### src/rtl/snake_head_mover.sv
// Snake head mover: takes one-hot direction requests, blocks 180-degree reversals,
// moves the head one cell every TICK_DIV clocks and stops in CRASH at a wall.
module snake_head_mover #(
  parameter int GRID_W   = 16,
  parameter int GRID_H   = 16,
  parameter int X_W      = 4,
  parameter int Y_W      = 4,
  parameter int TICK_DIV = 4,
  parameter int CNT_W    = 8,
  parameter int START_X  = 8,
  parameter int START_Y  = 8
) (
  input  logic           clk,
  input  logic           reset,
  input  logic           start,
  input  logic           dir_valid,
  input  logic           dir_up,
  input  logic           dir_down,
  input  logic           dir_left,
  input  logic           dir_right,
  output logic [X_W-1:0] head_x,
  output logic [Y_W-1:0] head_y,
  output logic [1:0]     cur_dir,
  output logic           moving,
  output logic           step,
  output logic           crash,
  output logic [1:0]     state_dbg
);

  typedef enum logic [1:0] {
    IDLE  = 2'd0,
    RUN   = 2'd1,
    CRASH = 2'd2
  } state_t;

  state_t           state, state_nxt;
  logic [1:0]       pend_dir;
  logic [CNT_W-1:0] tick_cnt;

  logic       tick, hit_wall, dir_ok, accept, restart;
  logic [2:0] hot_cnt;
  logic [1:0] dir_code, ref_dir;

  assign state_dbg = state;

  // dir_valid is a strobe with no back-pressure: a request is taken in the cycle
  // it is presented or lost; there is no ready and nothing is buffered.
  always_comb begin
    hot_cnt  = 3'(dir_up) + 3'(dir_down) + 3'(dir_left) + 3'(dir_right);
    dir_ok   = dir_valid && (hot_cnt == 3'd1);
    dir_code = dir_right ? 2'b00 :
               dir_left  ? 2'b01 :
               dir_up    ? 2'b10 : 2'b11;
    tick     = (state == RUN) && (tick_cnt == CNT_W'(TICK_DIV - 1));
    // On the step cycle the direction being committed is the one to not reverse.
    ref_dir  = tick ? pend_dir : cur_dir;
    accept   = dir_ok && (dir_code != {ref_dir[1], ~ref_dir[0]});
    restart  = start && (state != RUN);
    hit_wall = 1'b0;
    case (pend_dir)
      2'b00:   hit_wall = (head_x == X_W'(GRID_W - 1));
      2'b01:   hit_wall = (head_x == '0);
      2'b10:   hit_wall = (head_y == '0);
      default: hit_wall = (head_y == Y_W'(GRID_H - 1));
    endcase
  end

  always_comb begin
    state_nxt = state;
    case (state)
      IDLE:    if (start) state_nxt = RUN;
      RUN:     if (tick && hit_wall) state_nxt = CRASH;
      CRASH:   if (start) state_nxt = RUN;
      default: state_nxt = IDLE;
    endcase
  end

  always_ff @(posedge clk or negedge reset) begin
    if (!reset) state <= IDLE;
    else        state <= state_nxt;
  end

  always_ff @(posedge clk or negedge reset) begin
    if (!reset) begin
      head_x   <= X_W'(START_X);
      head_y   <= Y_W'(START_Y);
      cur_dir  <= 2'b00;
      pend_dir <= 2'b00;
      tick_cnt <= '0;
      step     <= 1'b0;
      moving   <= 1'b0;
      crash    <= 1'b0;
    end else begin
      step   <= 1'b0;
      moving <= (state_nxt == RUN);
      crash  <= (state_nxt == CRASH);
      if (restart) begin
        head_x   <= X_W'(START_X);
        head_y   <= Y_W'(START_Y);
        cur_dir  <= 2'b00;
        pend_dir <= 2'b00;
        tick_cnt <= '0;
      end else begin
        if (accept) pend_dir <= dir_code;
        if (state == RUN) begin
          if (tick) begin
            tick_cnt <= '0;
            cur_dir  <= pend_dir;
            if (!hit_wall) begin
              step <= 1'b1;
              case (pend_dir)
                2'b00:   head_x <= head_x + 1'b1;
                2'b01:   head_x <= head_x - 1'b1;
                2'b10:   head_y <= head_y - 1'b1;
                default: head_y <= head_y + 1'b1;
              endcase
            end
          end else begin
            tick_cnt <= tick_cnt + 1'b1;
          end
        end
      end
    end
  end

endmodule
### config.mk
export PLATFORM = sky130hd
export DESIGN_NAME = snake_head_mover
export DESIGN_NICKNAME = d
export VERILOG_FILES = /design/src/rtl/snake_head_mover.sv
export SDC_FILE = /design/constraint.sdc
export NUM_CORES = 1
export LEC_CHECK = 0
export BUFFER_PORTS_ARGS = -buffer_cell sky130_fd_sc_hd__buf_2
export CORE_ASPECT_RATIO = 1.4
export CORE_MARGIN = 1.5
export CORE_UTILIZATION = 50
export DETAILED_ROUTE_END_ITERATION = 12
export PLACE_DENSITY = 0.71
export SLEW_MARGIN = 20
export SYNTH_ARGS = -nofsm -noshare
export SYNTH_HDL_FRONTEND = slang
export SYNTH_SLANG_ARGS = --single-unit
### constraint.sdc
create_clock -name clk -period 3.4 [get_ports clk]
set_clock_uncertainty 0.2 [all_clocks]
set_input_delay 0.34 -clock clk [delete_from_list [all_inputs] [get_ports clk]]
set_output_delay 0.34 -clock clk [all_outputs]
set_load 0.01 [all_outputs]
* After elaboration in Yosys (flattened, before gate mapping)
Index checks and enable logic that the tools add are counted.
** Operators by class
- $add $sub $neg :: 8
- Eq/ne operators :: 14
- Mux-type cells :: 29
- Bitwise logic cells :: 1
- Reduce and logical (&&, ||, !) cells :: 17
** Operators with widths (number)
- $mux 4 :: 8
- $mux 8 :: 3
- $mux 2 :: 9
- $pmux 4 s2 :: 2
- $add 4x1->4 const B :: 2
- $add 8x1->8 const B :: 1
- $eq 4x4->1 const B :: 2
- $eq 8x2->1 const B :: 1
- $logic_not 4->1 :: 2
- $reduce_and 4->1 :: 2
- $sub 4x1->4 const B :: 2
- $eq 2x1->1 const B :: 3
- $eq 2x2->1 const B :: 3
- $ne 2x1->1 const B :: 3
- $reduce_bool 2->1 :: 3
- $logic_and 1x1->1 :: 5
- $mux 1 :: 5
- $logic_not 2->1 :: 2
- $pmux 2 s2 :: 1
- $reduce_or 2->1 :: 2
- $add 2x1->3 :: 1
- $add 3x1->3 :: 1
- $eq 3x1->1 const B :: 1
- $pmux 1 s3 :: 1
- other kinds (4) :: 4
** Storage, ports and cells
- Flip-flop bits (word level) :: 25
- Logic and storage cells :: 78

* Logic depth before layout (Yosys ltp)
Gate-level depths: netlist (run 1).
- Depth in word-level cells :: 8
- Depth in mapped cells :: 10

* Worst setup path before layout (run 1)
No wires, ideal clock.
- Kind :: input port to flip-flop
- Start :: in dir_up
- End :: reg pend_dir[0]
- Arrival time :: 2.108 ns
- Required time :: 3.090 ns
- Slack :: 0.982 ns
- Cell stages on the path :: 10
- Cells stage by stage :: inv_1 > fa_1 > inv_1 > ha_1 > ha_1 > nand4bb_1 > nor2_1 > o2111ai_1 > o32a_1 > o41ai_1
** Between the ends
- Longest elaborated chain between the ends :: 7
- Elaborated cells between the ends (all ways) :: 13
- Those cells by class :: 3 x add/sub; 2 x eq/ne; 5 x mux; 3 x reduce/logical
** Ends and longest elaborated chain
- from (decl) :: RTL line 17 : input logic dir_up,
- $add 1x1->2 :: RTL line 49 : hot_cnt = 3'(dir_up) + 3'(dir_down) + 3'(dir_left) + 3'(dir_right);
- $add 2x1->3 :: RTL line 49
- $add 3x1->3 :: RTL line 49
- $eq 3x1->1 :: RTL line 50 : dir_ok = dir_valid && (hot_cnt == 3'd1);
- $logic_and 1x1->1 :: RTL line 50
- $logic_and 1x1->1 :: RTL line 57 : accept = dir_ok && (dir_code != {ref_dir[1], ~ref_dir[0]});
- $reduce_bool 2->1 (no line)
- to (signal assigned) :: RTL line 104 : if (accept) pend_dir <= dir_code;
- to (decl) :: RTL line 37 : logic [1:0] pend_dir;
Several ways; a longest one is shown, not always the timed one. The select of a mux whose other input is x is not followed.
A chain may end at the register's enable or synchronous reset.

* Worst setup path in the final report (run 1)
Same ends and word-level chain as after synthesis.

==> run_results.csv, run 1 <==
group,metric,value,unit
run_status,status,"completed",
timing,setup_viol,0,
worst_setup_path,path_cells,"buf_2 -> inv_1 -> fa_1 -> inv_1 -> ha_1 -> ha_1 -> nand4bb_1 -> nor2_1 -> o2111ai_1 -> o32a_1 -> o41ai_1",
synthesis,ys_ff_latch,25,
timing,max_freq,0.4064,GHz
power_and_ir_drop,p_sw_share,44.37,%
cells_and_area,multi_input_area,1012,µm²
clock_tree,cts-buffers-inserted,3,
timing,final-hold-violation-count,0,
power_and_ir_drop,comb_power_share,53.1,%
power_and_ir_drop,p_per_area,803.8,nW/µm²
global_routing,grt-ovfl-total,0,
die,core,3153,µm²
die,io_pins,23,
power_and_ir_drop,irDropWorstVdd,0.3836,mV
cells_and_area,drive_gt1_share,20.00,%
detailed_routing,wl_per_cell,15.37,µm
power_and_ir_drop,intPower,0.8466,mW
cells_and_area,nFillCells,285,
detailed_routing,route.antenna.remaining_nets,0,
clock_tree,clk_latency,0.27,ns
synthesis,postSynthAreaPerCell,9.965,µm²
timing,rsz0062_at_grt,"no",
detailed_routing,route.detailed.drc,0,
die,dieArea,3709,µm²
detailed_routing,drt-total-wl,3.596,mm
global_routing,grt_pass1_vias,1414,
clock_tree,cts_tree,"yes",
synthesis,ys_seq_area_share,37.52,%
detailed_routing,vias_per_cell,6.013,
timing,min_period_over_period,72.38,%
clock_tree,cts_resized,0,
synthesis,yosysWarnings,0,
synthesis,syn_area,1674,µm²
global_routing,antenna_found_initial,0,
power_and_ir_drop,switchingPower,0.6751,mW
run,maxCapViolCount,0,
timing,worst_slew_pin_slew,0.6629,ns
power_and_ir_drop,clkPwrFrac,11.7,%
synthesis,async_flop_share,100.0,%
synthesis,synth_cell_types,46,
clock_tree,cts_setup_buffers,0,
worst_setup_path,critPathLaunchType,"input pin",
timing,timing.setup.tns,0,ns
power_and_ir_drop,p_seq_share,35.2,%
die,initial_core_util,53.10,%
worst_setup_path,path_delay_family,"adder cells",
synthesis,synth-edff-count,0,
worst_setup_path,cp_data_arrival_time,2.41,ns
timing,slew_headroom,55.64,%
global_routing,grt_pass1_wl,6.106,mm
synthesis,synth_fp_nets,190,
clock_tree,path_clk_slew,0.09,ns
cells_and_area,antenna_cells,0,
cells_and_area,final_cell_area,1893,µm²
cells_and_area,nets,218,
worst_setup_path,cp.required,3.35,ns
cells_and_area,final_cell_mix,"23 x dfrtp_1, 22 x buf_2, 19 x nor2_1, 13 x nand2_1, 13 x o21ai_0",
die,row_count,24,
place,dp_hpwl,2.761,mm
worst_setup_path,critPathMaxStageDelay,0.53,ns
clock_tree,cts.path.max_buffers,2,
clock_tree,postCtsHoldBufs,1,
worst_setup_path,criticalPathCategory,"input pin to register",
worst_setup_path,endpoint_kind,"register",
power_and_ir_drop,leakagePower,0.8607,nW
clock_tree,htree_levels,1,
power_and_ir_drop,total_power,1.522,mW
cells_and_area,syn_to_final_growth,13.08,%
clock_tree,root_buffer,"clkbuf_8",
global_routing,grt_max_degree,26,
synthesis,synth_top_flop_cell,"dfrtp_1",
worst_setup_path,cp_num_buf_inv,3,
cells_and_area,layout_commonest_cell,"dfrtp_1",
place,io_buffers,22,
place,place.gp.congestion,0.9015,
die,dieWidth,51.91,µm
timing,report.final.slew_viol_count,0,
detailed_routing,drt_iter0_markers,61,
die,die_height,71.47,µm
detailed_routing,num_vias,1407,
detailed_routing,first_pass_iters,4,
clock_tree,cts_sinks,25,
global_routing,grt_usage,21.21,%
worst_setup_path,slowest_stage,"fa_1",
place,dpl_cell_area,1837,µm²
min_path,worstHoldPathType,"input pin to register",
cells_and_area,seqCellArea,628.1,µm²
synthesis,syn_inst,168,
worst_setup_path,path_max_fanout,3,
timing,min_period,2.461,ns
[cells in the mapped netlist, types with 2 or more instances]
cell / n / area [µm²]
mux2_2: 2 / 22.52
o22ai_1: 2 / 12.51
o21ai_0: 13 / 65.06
nand3_1: 4 / 20.02
nor3_1: 3 / 15.01
a211oi_1: 4 / 30.03
dfrtp_1: 23 / 575.6
ha_1: 11 / 137.6
dfstp_2: 2 / 52.55
nor3b_1: 2 / 15.01
nor2_1: 19 / 71.32
or4_1: 2 / 15.01
xor2_1: 3 / 26.28
inv_1: 8 / 30.03
mux2i_1: 3 / 30.03
a311oi_1: 2 / 17.52
a2bb2oi_1: 2 / 17.52
o32a_1: 2 / 20.02
o41ai_1: 3 / 26.28
xnor2_1: 6 / 52.55
nor4b_4: 2 / 47.55
and3_1: 4 / 25.02
nand4_1: 2 / 12.51
nor2b_1: 3 / 18.77
o21ai_1: 2 / 10.01
nand2_1: 13 / 48.80
a21o_1: 2 / 15.01
fa_1: 3 / 60.06
a21oi_1: 4 / 20.02
[routing by layer]
layer  GRT usage, %  wire [µm]  vias to the layer above
met5              0          0                        -
met4          5.263         17                        0
met3          3.125         91                        2
met2          41.77       2021                       22
met1          22.46       1467                      709
li1               -          -                      674
[worst register-to-register path: cells and delay by family, from the launching register on]
family | cells | cell delay (ns)
flops | 1 | 0.47
mux | 1 | 0.25
simple gates | 4 | 1.28
[metrics by stage]
stage | util (%) | hold slack, ns | cells | setup WS (ns)
6_report | 60.04 | 0.1364 | 234 | 0.9392
5_1_grt | 60.04 | 0.1407 | 234 | 0.8792
4_1_cts | 60.04 | 0.1251 | 234 | 0.9681
3_5_place_dp | 58.25 | 0.1693 | 229 | 0.6612
3_3_place_gp | 58.25 | 0.1571 | 229 | 0.7870
2_1_floorplan | - | -0.1556 | 168 | 0.9822
[area by class of cell]
| class | count | area share, % |
|---|---|---|
| Sequential cell | 25 | 33.18 |
| Inverter | 8 | 1.586 |
| Clock inverter | 1 | 0.2644 |
| Timing Repair Buffer | 24 | 6.742 |
| Multi-Input combinational cell | 134 | 53.47 |
| Tap cell | 39 | 2.578 |
| Clock buffer | 3 | 2.181 |
[final timing paths]
check,endpoint,slack [ns],cells after the start,start
setup / recovery,pend_dir[0]$_DFFE_PN0P_,0.94,11,dir_up
hold / removal,pend_dir[1]$_DFFE_PN0P_,0.14,2,dir_right
setup reg to reg,head_x[1]$_DFFE_PN0P_,1.06,5,state_dbg[1]$_DFF_PN0_
hold reg to reg,tick_cnt[7]$_DFFE_PN0P_,0.32,1,tick_cnt[7]$_DFFE_PN0P_
max in group asynchronous,head_y[3]$_DFFE_PN1P_,2.24,2,reset
min in group asynchronous,head_y[2]$_DFFE_PN0P_,0.39,2,reset
[power groups by stage]
stage	combinational, mW	clock (mW)	sequential, mW
4_1_cts	0.813	0.183	0.538
5_1_grt	0.903	0.194	0.556
6_report	0.807	0.178	0.536
3_3_place_gp	0.774	0	0.537
3_5_place_dp	0.810	0	0.542
2_1_floorplan	0.583	0	0.542
[flip-flops by register name, indices dropped and copies added (netlist names)]
| signal | cells |
|---|---|
| moving | 1 |
| head_x | 4 |
| state_dbg | 2 |
| cur_dir | 2 |
| head_y | 4 |
| crash | 1 |
| step | 1 |
| tick_cnt | 8 |
| pend_dir | 2 |
[cell families (layout without fill, tap and decap cells)]
logic type | after synthesis | after routing | synth area share (%)
multiplexers | 5 | 5 | 3.139
buffers and inverters | 9 | 36 | 2.018
AND/OR/NAND/NOR | 64 | 64 | 23.62
AO/OA/AOI/OAI | 42 | 42 | 17.19
XOR/XNOR | 9 | 9 | 4.709
flip-flops | 25 | 25 | 37.52
adder cells (fa/ha/maj) | 14 | 14 | 11.81
No activity file was read; power rests on OpenSTA's default activity.
==> inputs of run 2 (changes only) <==
PLACE_DENSITY = 0.74   (was 0.71)
clock period = 2.1 ns   (was 3.4 ns; I/O delays follow)
==> run 2 against run 1 <==
- the flow now finishes with violations (setup timing)
- register-to-register slack worse by 1.1 ns
- hold slack worse by 0.033 ns
- sequential share of layout area down 8.3 points
==> run_results.csv, run 2 (synthesis results as in run 1) <==
group,metric,value,unit
timing,rsz0062_at_grt,"yes",
global_routing,grt-ovfl-total,0,
cells_and_area,reg_top3,"tick_cnt (8), head_x (4), head_y (4)",
timing,min_period_over_period,103.7,%
global_routing,grt_pass1_wl,7.686,mm
worst_setup_path,endpoint_kind,"register",
timing,report.final.slew_viol_count,0,
worst_setup_path,cp.required,2.03,ns
detailed_routing,wl_met1,1.891,mm
worst_setup_path,r2r_cells,8,
timing,worst_slew_pin_slew,0.7635,ns
cells_and_area,drive_gt1_share,51.06,%
clock_tree,root_buffer,"clkbuf_8",
detailed_routing,highest_layer,"met4",
clock_tree,cts.path.max_buffers,2,
worst_setup_path,startpoint,"pend_dir[1]$_DFFE_PN0P_",
cells_and_area,largest-register,"tick_cnt",
die,die_height,71.47,µm
die,row_count,24,
cells_and_area,final_cell_area,2520,µm²
die,dieArea,3709,µm²
power_and_ir_drop,irDropWorstVdd,1.008,mV
detailed_routing,drt_iter0_markers,55,
cells_and_area,syn_to_final_growth,50.52,%
detailed_routing,drt-total-wl,5.328,mm
clock_tree,cts-buffers-inserted,3,
cells_and_area,nets,258,
worst_setup_path,criticalPathCategory,"register to register",
place,dpl_cell_area,2083,µm²
global_routing,grt_usage,27.02,%
run_status,violations,"setup timing",
worst_setup_path,critPathMaxStageDelay,0.41,ns
worst_setup_path,critPathLaunchType,"register",
detailed_routing,num_vias,1684,
place,place.gp.congestion,0.8676,
worst_setup_path,path_max_fanout,6,
timing,min_period,2.178,ns
min_path,worstHoldPathType,"input pin to register",
detailed_routing,wl_met3,130,µm
place,io_buffers,22,
cells_and_area,utilization,79.92,%
detailed_routing,vias_per_cell,6.146,
clock_tree,path_clk_slew,0.09,ns
worst_setup_path,reg2reg_slack,-0.08,ns
run,maxCapViolCount,0,
cells_and_area,final_cell_mix,"40 x buf_4, 23 x dfrtp_1, 20 x buf_2, 15 x nor2_1, 13 x o21ai_0",
power_and_ir_drop,p_per_area,1404,nW/µm²
die,io_pins,23,
min_path,min_from,"start",
timing,setup_viol,10,
min_path,hold_depth,3,
worst_setup_path,timing.rr.start,"pend_dir[1]$_DFFE_PN0P_",
clock_tree,cts_tree,"yes",
worst_setup_path,path_cells,"inv_2 -> ha_4 -> mux2i_4 -> a211oi_4 -> nor4_4 -> buf_6 -> mux2i_1 -> nor2_1",
min_path,hold_end,"moving$_DFF_PN0_",
cells_and_area,largest_reg_flops,8,
worst_setup_path,slowest_stage,"dfrtp_1",
detailed_routing,route.detailed.drc,0,
detailed_routing,wl_met2,3.006,mm
global_routing,antenna_found_initial,0,
timing,max_freq,0.4591,GHz
power_and_ir_drop,leakagePower,1.103,nW
die,dieWidth,51.91,µm
clock_tree,cts_sinks,25,
timing,timing.setup.tns,-0.3760,ns
detailed_routing,first_pass_iters,4,
clock_tree,clk_latency,0.26,ns
worst_setup_path,timing.rr.end,"head_x[1]$_DFFE_PN0P_",
clock_tree,htree_levels,1,
detailed_routing,route.antenna.remaining_nets,0,
cells_and_area,layout_commonest_cell,"buf_4",
place,dp_hpwl,3.337,mm
worst_setup_path,cp_data_arrival_time,2.10,ns
die,initial_core_util,53.10,%
global_routing,grt_max_degree,26,
global_routing,grt_pass1_vias,1810,
cells_and_area,antenna_cells,0,
die,core,3153,µm²
detailed_routing,wl_per_cell,19.45,µm
run_status,status,"complete, but fails checks",
timing,slew_headroom,48.91,%
timing,setup_slack,-0.07812,ns
timing,final-hold-violation-count,0,
[run 2: routing by layer]
| metal | vias up | track usage, % |
|---|---|---|
| li1 | 753 | - |
| met1 | 847 | 27.58 |
| met2 | 55 | 50.49 |
| met3 | 29 | 2.917 |
| met4 | 0 | 16.08 |
| met5 | - | 0 |
[run 2: final cells by class]
type | count | area [µm²]
fill | 197 | 633.1
timing repair buffer | 64 | 447.9
tap | 39 | 48.80
inverter | 8 | 37.54
clock buffer | 3 | 41.29
multi-input combinational | 134 | 1311
clock inverter | 1 | 5.005
sequential | 25 | 628.1
[run 2: through the flow]
step	cells	worst slack (ns)	hold slack, ns	total power, mW
4_1_cts	270	-0.1042	0.07956	3.060
3_3_place_gp	259	-0.3809	0.02870	2.419
6_report	274	-0.07812	0.1033	3.537
2_1_floorplan	168	-0.1656	-0.2856	1.835
3_5_place_dp	259	-0.5219	0.04030	2.530
5_1_grt	274	-0.1411	0.1065	3.737
[run 2: how the worst max path moves through the flow]
stage               cells past startpoint                       to
global route                            8    head_x[1]$_DFFE_PN0P_
global placement                       11  pend_dir[0]$_DFFE_PN0P_
detailed placement                     11  pend_dir[0]$_DFFE_PN0P_
floorplan                              10  pend_dir[0]$_DFFE_PN0P_
CTS                                    11  pend_dir[0]$_DFFE_PN0P_
finish                                  8    head_x[1]$_DFFE_PN0P_
[run 2: repair_timing]
action / in CTS / in global routing
pin swaps: 9 / 19
hold buffers: 1 / 0
endpoints found under the setup margin: 14 / 14
resized for setup: 28 / 26
buffers inserted: 6 / 7
hold endpoints to repair: 23 / 0
[run 2: power breakdown]
group	internal [mW]	switching [mW]	total [mW]
Clock	0.133	0.149	0.282
Sequential	0.652	0.127	0.779
Combinational	1.22	1.26	2.48
Total	2.00	1.53	3.54
[run 2: worst max-delay path: cells and delay by family (launching register included)]
kind,cells,cell delay [ns]
buffers and inverters,2,0.31
adders and majority gates,1,0.18
AOI/OAI and AO/OA,1,0.09
muxes,2,0.49
DFF,1,0.41
and+or+nand+nor,2,0.36
